<file path="src/rtl/plru_tracker_pkg.sv">
// plru_pkg: shared geometry, FSM state type and tree-update function for plru_tracker.
package plru_pkg;
  localparam int NUM_WAYS = 8;
  localparam int NUM_SETS = 8;
  localparam int WAY_W = $clog2(NUM_WAYS);
  localparam int SET_W = (NUM_SETS > 1) ? $clog2(NUM_SETS) : 1;
  localparam int TREE_W = NUM_WAYS - 1;
  typedef enum logic [1:0] {IDLE, WALK, DONE} state_e;
  // Bits are heap-ordered: node n lives at h[n], h[0] is a spare slot.
  function automatic logic [TREE_W-1:0] plru_update(input logic [TREE_W-1:0] bits, input logic [WAY_W-1:0] way);
    logic [NUM_WAYS-1:0] h;
    logic [WAY_W-1:0] a;
    logic [WAY_W-1:0] w;
    h = {bits, 1'b0};
    a = WAY_W'(1);
    w = way;
    for (int l = 0; l < WAY_W; l++) begin
      h[a] = ~w[WAY_W-1];
      a = (a << 1) | WAY_W'(w[WAY_W-1]);
      w = w << 1;
    end
    return h[NUM_WAYS-1:1];
  endfunction
endpackage

</file>
<file path="src/rtl/plru_tracker_if.sv">
// plru_tracker_if: touch and victim-query signals between cache controller and plru_tracker.
interface plru_tracker_if;
  import plru_pkg::*;
  logic touch;
  logic [SET_W-1:0] touch_set;
  logic [WAY_W-1:0] touch_way;
  logic query_req;
  logic [SET_W-1:0] query_set;
  logic busy;
  logic victim_valid;
  logic [WAY_W-1:0] victim_way;
  modport master (output touch, touch_set, touch_way, query_req, query_set, input busy, victim_valid, victim_way);
  modport slave (input touch, touch_set, touch_way, query_req, query_set, output busy, victim_valid, victim_way);
endinterface

</file>
<file path="src/rtl/plru_touch_update.sv">
// plru_touch_update: combinational tree-bit update pointing every path node away from way_i.
module plru_touch_update
  import plru_pkg::*;
(
  input  logic [TREE_W-1:0] bits_i,
  input  logic [WAY_W-1:0]  way_i,
  output logic [TREE_W-1:0] bits_o
);
  assign bits_o = plru_update(bits_i, way_i);
endmodule

</file>
<file path="src/rtl/plru_tracker.sv">
// plru_tracker: per-set tree pseudo-LRU state and multi-cycle victim walk.
// Optional PLRU_AUTO_TOUCH_EN makes each returned victim MRU in its set.
module plru_tracker
  import plru_pkg::*;
(
  input logic clk,
  input logic rst_n,
  plru_tracker_if.slave bus
);
  state_e state_q, state_d;
  logic [TREE_W-1:0] tree_q [NUM_SETS];
  logic [TREE_W-1:0] snap_q, snap_d, touch_bits;
  logic [WAY_W-1:0] node_q, node_d, victim_q, victim_d;
  logic [NUM_WAYS-1:0] heap;
  logic [WAY_W:0] step;
  logic accept;
  assign heap = {snap_q, 1'b0};
  assign step = {node_q, heap[node_q]};
  assign accept = bus.query_req && state_q != WALK;
  assign bus.busy = state_q == WALK;
  assign bus.victim_valid = state_q == DONE;
  assign bus.victim_way = victim_q;
  plru_touch_update u_touch (.bits_i(tree_q[bus.touch_set]), .way_i(bus.touch_way), .bits_o(touch_bits));
  always_comb begin
    state_d = accept ? WALK : IDLE;
    snap_d = accept ? tree_q[bus.query_set] : snap_q;
    node_d = accept ? WAY_W'(1) : node_q;
    victim_d = victim_q;
    if (state_q == WALK) begin
      node_d = step[WAY_W-1:0];
      state_d = step[WAY_W] ? DONE : WALK;
      victim_d = step[WAY_W] ? step[WAY_W-1:0] : victim_q;
    end
  end
  always_ff @(posedge clk) begin
    if (!rst_n) begin
      state_q <= IDLE;
      snap_q <= '0;
      node_q <= '0;
      victim_q <= '0;
    end else begin
      state_q <= state_d;
      snap_q <= snap_d;
      node_q <= node_d;
      victim_q <= victim_d;
    end
  end
`ifdef PLRU_AUTO_TOUCH_EN
  logic [SET_W-1:0] set_q;
  logic [TREE_W-1:0] auto_bits;
  logic auto_en;
  // An external touch to the same set wins over the implicit victim touch.
  assign auto_en = state_q == DONE && !(bus.touch && bus.touch_set == set_q);
  plru_touch_update u_auto (.bits_i(tree_q[set_q]), .way_i(victim_q), .bits_o(auto_bits));
  always_ff @(posedge clk) set_q <= !rst_n ? '0 : accept ? bus.query_set : set_q;
`endif
  always_ff @(posedge clk) begin
    if (!rst_n) begin
      for (int i = 0; i < NUM_SETS; i++) tree_q[i] <= '0;
    end else begin
      if (bus.touch) tree_q[bus.touch_set] <= touch_bits;
`ifdef PLRU_AUTO_TOUCH_EN
      if (auto_en) tree_q[set_q] <= auto_bits;
`endif
    end
  end
endmodule

</file>
<file path="src/flat_wrapper.sv">
// flat-port wrapper written by rule: the top's interface ports become plain ports
module plru_tracker_flat import plru_pkg::*;
  (clk, rst_n, bus_touch, bus_touch_set, bus_touch_way, bus_query_req, bus_query_set, bus_busy, bus_victim_valid, bus_victim_way);
  plru_tracker_if bus_i ();
  input logic clk;
  input logic rst_n;
  input wire logic [$bits(bus_i.touch)-1:0] bus_touch;
  input wire logic [$bits(bus_i.touch_set)-1:0] bus_touch_set;
  input wire logic [$bits(bus_i.touch_way)-1:0] bus_touch_way;
  input wire logic [$bits(bus_i.query_req)-1:0] bus_query_req;
  input wire logic [$bits(bus_i.query_set)-1:0] bus_query_set;
  output wire logic [$bits(bus_i.busy)-1:0] bus_busy;
  output wire logic [$bits(bus_i.victim_valid)-1:0] bus_victim_valid;
  output wire logic [$bits(bus_i.victim_way)-1:0] bus_victim_way;
  assign bus_i.touch = bus_touch;
  assign bus_i.touch_set = bus_touch_set;
  assign bus_i.touch_way = bus_touch_way;
  assign bus_i.query_req = bus_query_req;
  assign bus_i.query_set = bus_query_set;
  assign bus_busy = bus_i.busy;
  assign bus_victim_valid = bus_i.victim_valid;
  assign bus_victim_way = bus_i.victim_way;
  plru_tracker u_core (.clk(clk), .rst_n(rst_n), .bus(bus_i));
endmodule
</file>
<file path="config.mk">
export PLATFORM = sky130hd
export DESIGN_NAME = plru_tracker_flat
export DESIGN_NICKNAME = d
export VERILOG_FILES = /design/src/rtl/plru_tracker_pkg.sv /design/src/rtl/plru_tracker_if.sv /design/src/rtl/plru_touch_update.sv /design/src/rtl/plru_tracker.sv /design/src/flat_wrapper.sv
export SDC_FILE = /design/constraint.sdc
export NUM_CORES = 1
export LEC_CHECK = 0
export BUFFER_PORTS_ARGS = -buffer_cell sky130_fd_sc_hd__buf_4
export CAP_MARGIN = 5
export CORE_MARGIN = 4
export CORE_UTILIZATION = 65
export CTS_BUF_LIST = sky130_fd_sc_hd__clkbuf_4
export DETAILED_ROUTE_END_ITERATION = 6
export PLACE_DENSITY = 0.87
export REMOVE_ABC_BUFFERS = 1
export SYNTH_ARGS = -nofsm -noshare
export SYNTH_HDL_FRONTEND = slang
export SYNTH_SLANG_ARGS = --single-unit
</file>
<file path="constraint.sdc">
create_clock -name clk -period 2.8 [get_ports clk]
set_input_delay 0.28 -clock clk [delete_from_list [all_inputs] [get_ports clk]]
set_output_delay 0.28 -clock clk [all_outputs]
set_load 0.1 [all_outputs]
</file>
Word-level counts from Yosys, hierarchy flattened. Memories as Yosys holds them, arrays and structs flattened. A register that Yosys moved wholly into a read port is not among the register bits. Index checks and enable logic that the tools add are counted.

Register bits after elaboration: 8. RAM bits: 56. Output and inout bits: 5. Word-level logic and storage cells: 43. Memories: 1.

Order comparisons: 5. Equal/unequal tests: 3. Muxes and demuxes: 20. Bitwise logic cells: 4. Reductions and logical operators: 7.

Memories: u_core.tree_q (depth 8, bits a word 7, read ports 2, clocked after Yosys merged registers in 1, write ports 8, line plru_tracker.sv:11) `logic [TREE_W-1:0] tree_q [NUM_SETS];`.

Operators by type and width (number): bitwise mux 8 bit (2); two-way mux 1 bit (9); two-way mux 3 bit (3); < comparator 3 x 4 -> 1 bit, second input constant (2); two-way mux 7 bit (1); OR reduction 7 bit (1); < comparator 2 x 4 -> 1 bit, second input constant (1); two-way mux 2 bit (2); binary-select mux 1 bit (select 3 bit) (1); demux 1 bit (select 3 bit) (1); >= comparator 3 x 1 -> 1 bit, second input constant (1); logical AND 1 bit (3); NOT 1 bit (3); bitwise OR 3 x 1 -> 3 bit (1); equality test 2 x 1 -> 1 bit, second input constant (1); equality test 2 bit, second input constant (1); >= comparator 2 x 1 -> 1 bit, second input constant (1); inequality test 2 x 1 -> 1 bit, second input constant (1); AND reduction 2 bit (1); nonzero test 2 bit (1); demux 1 bit (select 1 bit) (1); logical NOT 1 bit (1).

Longest topological paths before layout.
Depth after elaboration: 7. Gate-level depth with buffers: 7. Gate-level depth less buffers: 5.

Cells and area by module. Synthesis repeated with hierarchy kept, for this count alone.

Cell total of the unflattened synthesis: 332. Area total of the unflattened synthesis: 3895.0 um^2.

Modules (own cells, without submodules): plru_tracker (instances 1, cells an instance 315, area an instance 3777.4 um^2, sequential area each 1981.9 um^2); plru_touch_update (instances 1, cells an instance 17, area an instance 117.6 um^2, sequential area each 0.0 um^2).

Worst setup path before layout. OpenSTA, ideal clock, no wires.

Kind: reg2reg. Start: register u_core.state_q[1]. End: register u_core.node_q[0]. Library setup time: 0.131 ns. Arrival time: 2.086 ns. Setup slack: 0.583 ns. Cell stages (with the launch flop): 7. Cells stage by stage: dfxtp_1 -> nand2b_1 -> inv_1 -> clkbuf_1 -> nand2_1 -> o21ai_0 -> nor3_1.

RTL lines: start: declaration (line plru_tracker.sv:10) `state_e state_q, state_d;`; start signal: assignment (line plru_tracker.sv:42) `state_q <= state_d;`; equality test 2 x 1 -> 1 bit (*); via bus_busy (line flat_wrapper.sv:12) `output wire logic [$bits(bus_i.busy)-1:0] bus_busy;`; two-way mux 3 bit or nonzero test 2 bit (tied branches); end signal: assignment (line plru_tracker.sv:44) `node_q <= node_d;`; end: declaration (line plru_tracker.sv:13) `logic [WAY_W-1:0] node_q, node_d, victim_q, victim_d;`.

The timed path passes the listed nets; every way through them passes the cells marked *. A chain may end at the register's enable or synchronous reset.

Final worst setup path.
Start: register u_core.state_q[1]. End: output port bus_busy.

Longest elaborated chain between the ends: 1.

RTL lines: equality test 2 x 1 -> 1 bit (line plru_tracker.sv:20) `assign bus.busy = state_q == WALK;`; end: declaration (line flat_wrapper.sv:12).

Every way passes these cells.

==> reports/results.ini <==
[clock_tree]
cts_sinks=71
cts_htree_levels=3
cts_root_buf=clkbuf_4
insertion_delay_ns=0.41
post_cts_buffers=0
cts_max_path_buffers=2
cts_tree=done
cts_hold_buf=0
clkSlewWorstSetupHoldPaths_ns=0.10
cts_resized=0
cts_buffers=9

[sta]
fmax_mhz=533
fin_tns_setup_ns=0
setup_viol_count_final=0
hold_viol=0
finalWorstPathRequiredPeriod_ns=1.87
relSlewSlack_pct=38.8
worst_pin_slew_ns=0.911
finalMaxSlewViolations=0
skew_ns=0.0126
rsz0062_at_grt=false
post-route-period-util_pct=66.9
fin_ws_ns=0.925

[final_layout]
final_util_pct=73.3
layout-drive-gt1-share_pct=20.1
area_growth_pct=7.13
design_area_um2=3820
layout.nets=311
antenna_cells=0
fillCellCount=349
instances_no_fill=373

[yosys]
synthFlopType=edfxtp_1
synth_cell_types=38
async_reset_ff_share_pct=0
synth_seq_area_share_pct=55.6
ys_warn_count=0
synth-seq-cells=71
avgSynthCellArea_um2=12.5
syn_area_um2=3560
postSynthCellCount=284
synth_edf_count=56

[die]
die_x_um=82.0
dieHeight_um=82.0
dieArea_um2=6730
core.rowCount=26
io_pins=18
core_um2=5200
initial_core_util_pct=68.5

[critical_path]
cp.required_ns=2.52
r2r-start=u_core.tree_q[5][4]
cp-end-kind=primary output
cp-start-kind=register
cp_data_arrival_time_ns=1.59
critPathLaunch=u_core.state_q[1]
critical_path_class=register to primary output
crit_fanout=11

[routing]
drtIter0Drc=241
vias_per_cell=6.44
first_pass_iters=4
wire_per_inst_um=21.2
routed_wl_um=7910
drc_errors=0
drtAntennaViolNets=0
vias=2403

[place]
port_buffers=17
dp_slack_ns=0.741
gp_congestion=0.854
dp.cells=357
dp_hpwl_um=5520
placed_area_um2=3690

[power]
pwr_density_cell_nw_per_um2=549
power_frac_comb_pct=13.0
leakage_nw=1.39
power_switching_mw=0.529
pwr-share-clk_pct=29.1
switching_share_pct=25.2
p_int_mw=1.57
p_seq_share_pct=58.0
ir_drop_v=0.000373

[global_route]
grt_pass1_wl_um=12600
grt_pass1_vias=2440
antenna_found_initial=0
grt_overflow=0
grt.total_usage_pct=26.5
grt_max_degree=25

[status]
status=finished clean

[run]
drv_cap=0

[worst_hold_path]
hp-start=rst_n
hold_class=input pin to register

==> cell families (layout without fill, tap and decap cells) <==
family,count (synthesis),count (layout),share of synthesized area [%]
simple gates,126,126,16.7
flops,71,71,55.6
compound gates,36,36,8.18
mux,35,35,16.8
buf+inv,16,35,2.67
==> layer usage <==
metal  track usage, %  up-vias  wire [um]
li1                 -     1095          -
met1             32.1     1188       3170
met2             44.7       95       4000
met3             4.93       25        446
met4             14.6        0        282
met5                0        -          0
==> power groups by stage <==
stage / clock network (mW) / logic, mW / registers [mW]
3_5_place_dp: 0 / 0.269 / 1.24
3_3_place_gp: 0 / 0.263 / 1.23
4_1_cts: 0.612 / 0.270 / 1.21
5_1_grt: 0.672 / 0.291 / 1.22
2_1_floorplan: 0 / 0.176 / 1.23
6_report: 0.609 / 0.272 / 1.21
==> flip-flops by register name (all words and copies together) (netlist names) <==
signal,cells
u_core.snap_q,7
u_core.bus.victim_way,3
u_core.node_q,3
u_core.tree_q,56
u_core.state_q,2
==> critical path, stage by stage, from the launching register on <==
cell and delay, ns:
dfxtp_1 0.32, nand2b_1 0.22, inv_1 0.29, buf_4 0.36
==> placed cells by master, fill, tap and decap left out, types with 10 or more instances in the layout <==
| master | netlist | routed |
|---|---|---|
| nor3_1 | 11 | 11 |
| edfxtp_1 | 56 | 56 |
| o22ai_1 | 10 | 10 |
| clkbuf_4 | 0 | 10 |
| mux4_2 | 17 | 17 |
| buf_4 | 3 | 17 |
| dfxtp_1 | 15 | 15 |
| nand2_1 | 22 | 22 |
| nor2_1 | 60 | 60 |
| mux2i_1 | 13 | 13 |
==> final cells by class <==
class,instances,area (um^2),share of cell area (%)
Inverter,2,7.51,0.197
Clock buffer,10,75.1,1.97
Tap cell,70,87.6,2.29
Sequential cell,71,1980,51.9
Timing Repair Buffer,17,128,3.34
Clock inverter,6,51.3,1.34
Multi-Input combinational cell,197,1490,38.9
==> final timing paths <==
check                                                 to  slack, ns  cells after the start
worst max-delay path                            bus_busy       0.93                      3
worst min-delay path                   u_core.state_q[0]       0.21                      2
worst min register to register  u_core.bus.victim_way[1]       0.49                      2
worst max register to register       u_core.tree_q[3][4]       0.98                      4
==> metrics by stage <==
stage,hold WS [ns],total power [mW]
2_1_floorplan,0.398,1.40
3_3_place_gp,0.448,1.50
3_5_place_dp,0.460,1.51
4_1_cts,0.198,2.10
5_1_grt,0.196,2.18
6_report,0.213,2.10
==> Yosys cell counts, types with 4 or more instances <==
cell,number,area (um^2)
a21oi_1,5,25.0
clkbuf_1,6,22.5
dfxtp_1,15,300
edfxtp_1,56,1680
mux2i_1,13,130
mux4_2,17,383
nand2_1,22,82.6
nand2b_1,4,25.0
nand3_1,7,35.0
nor2_1,60,225
nor2b_1,7,43.8
nor3_1,11,55.1
o21ai_0,8,40.0
o22ai_1,10,62.6
Power figures use the tool's default switching activity.
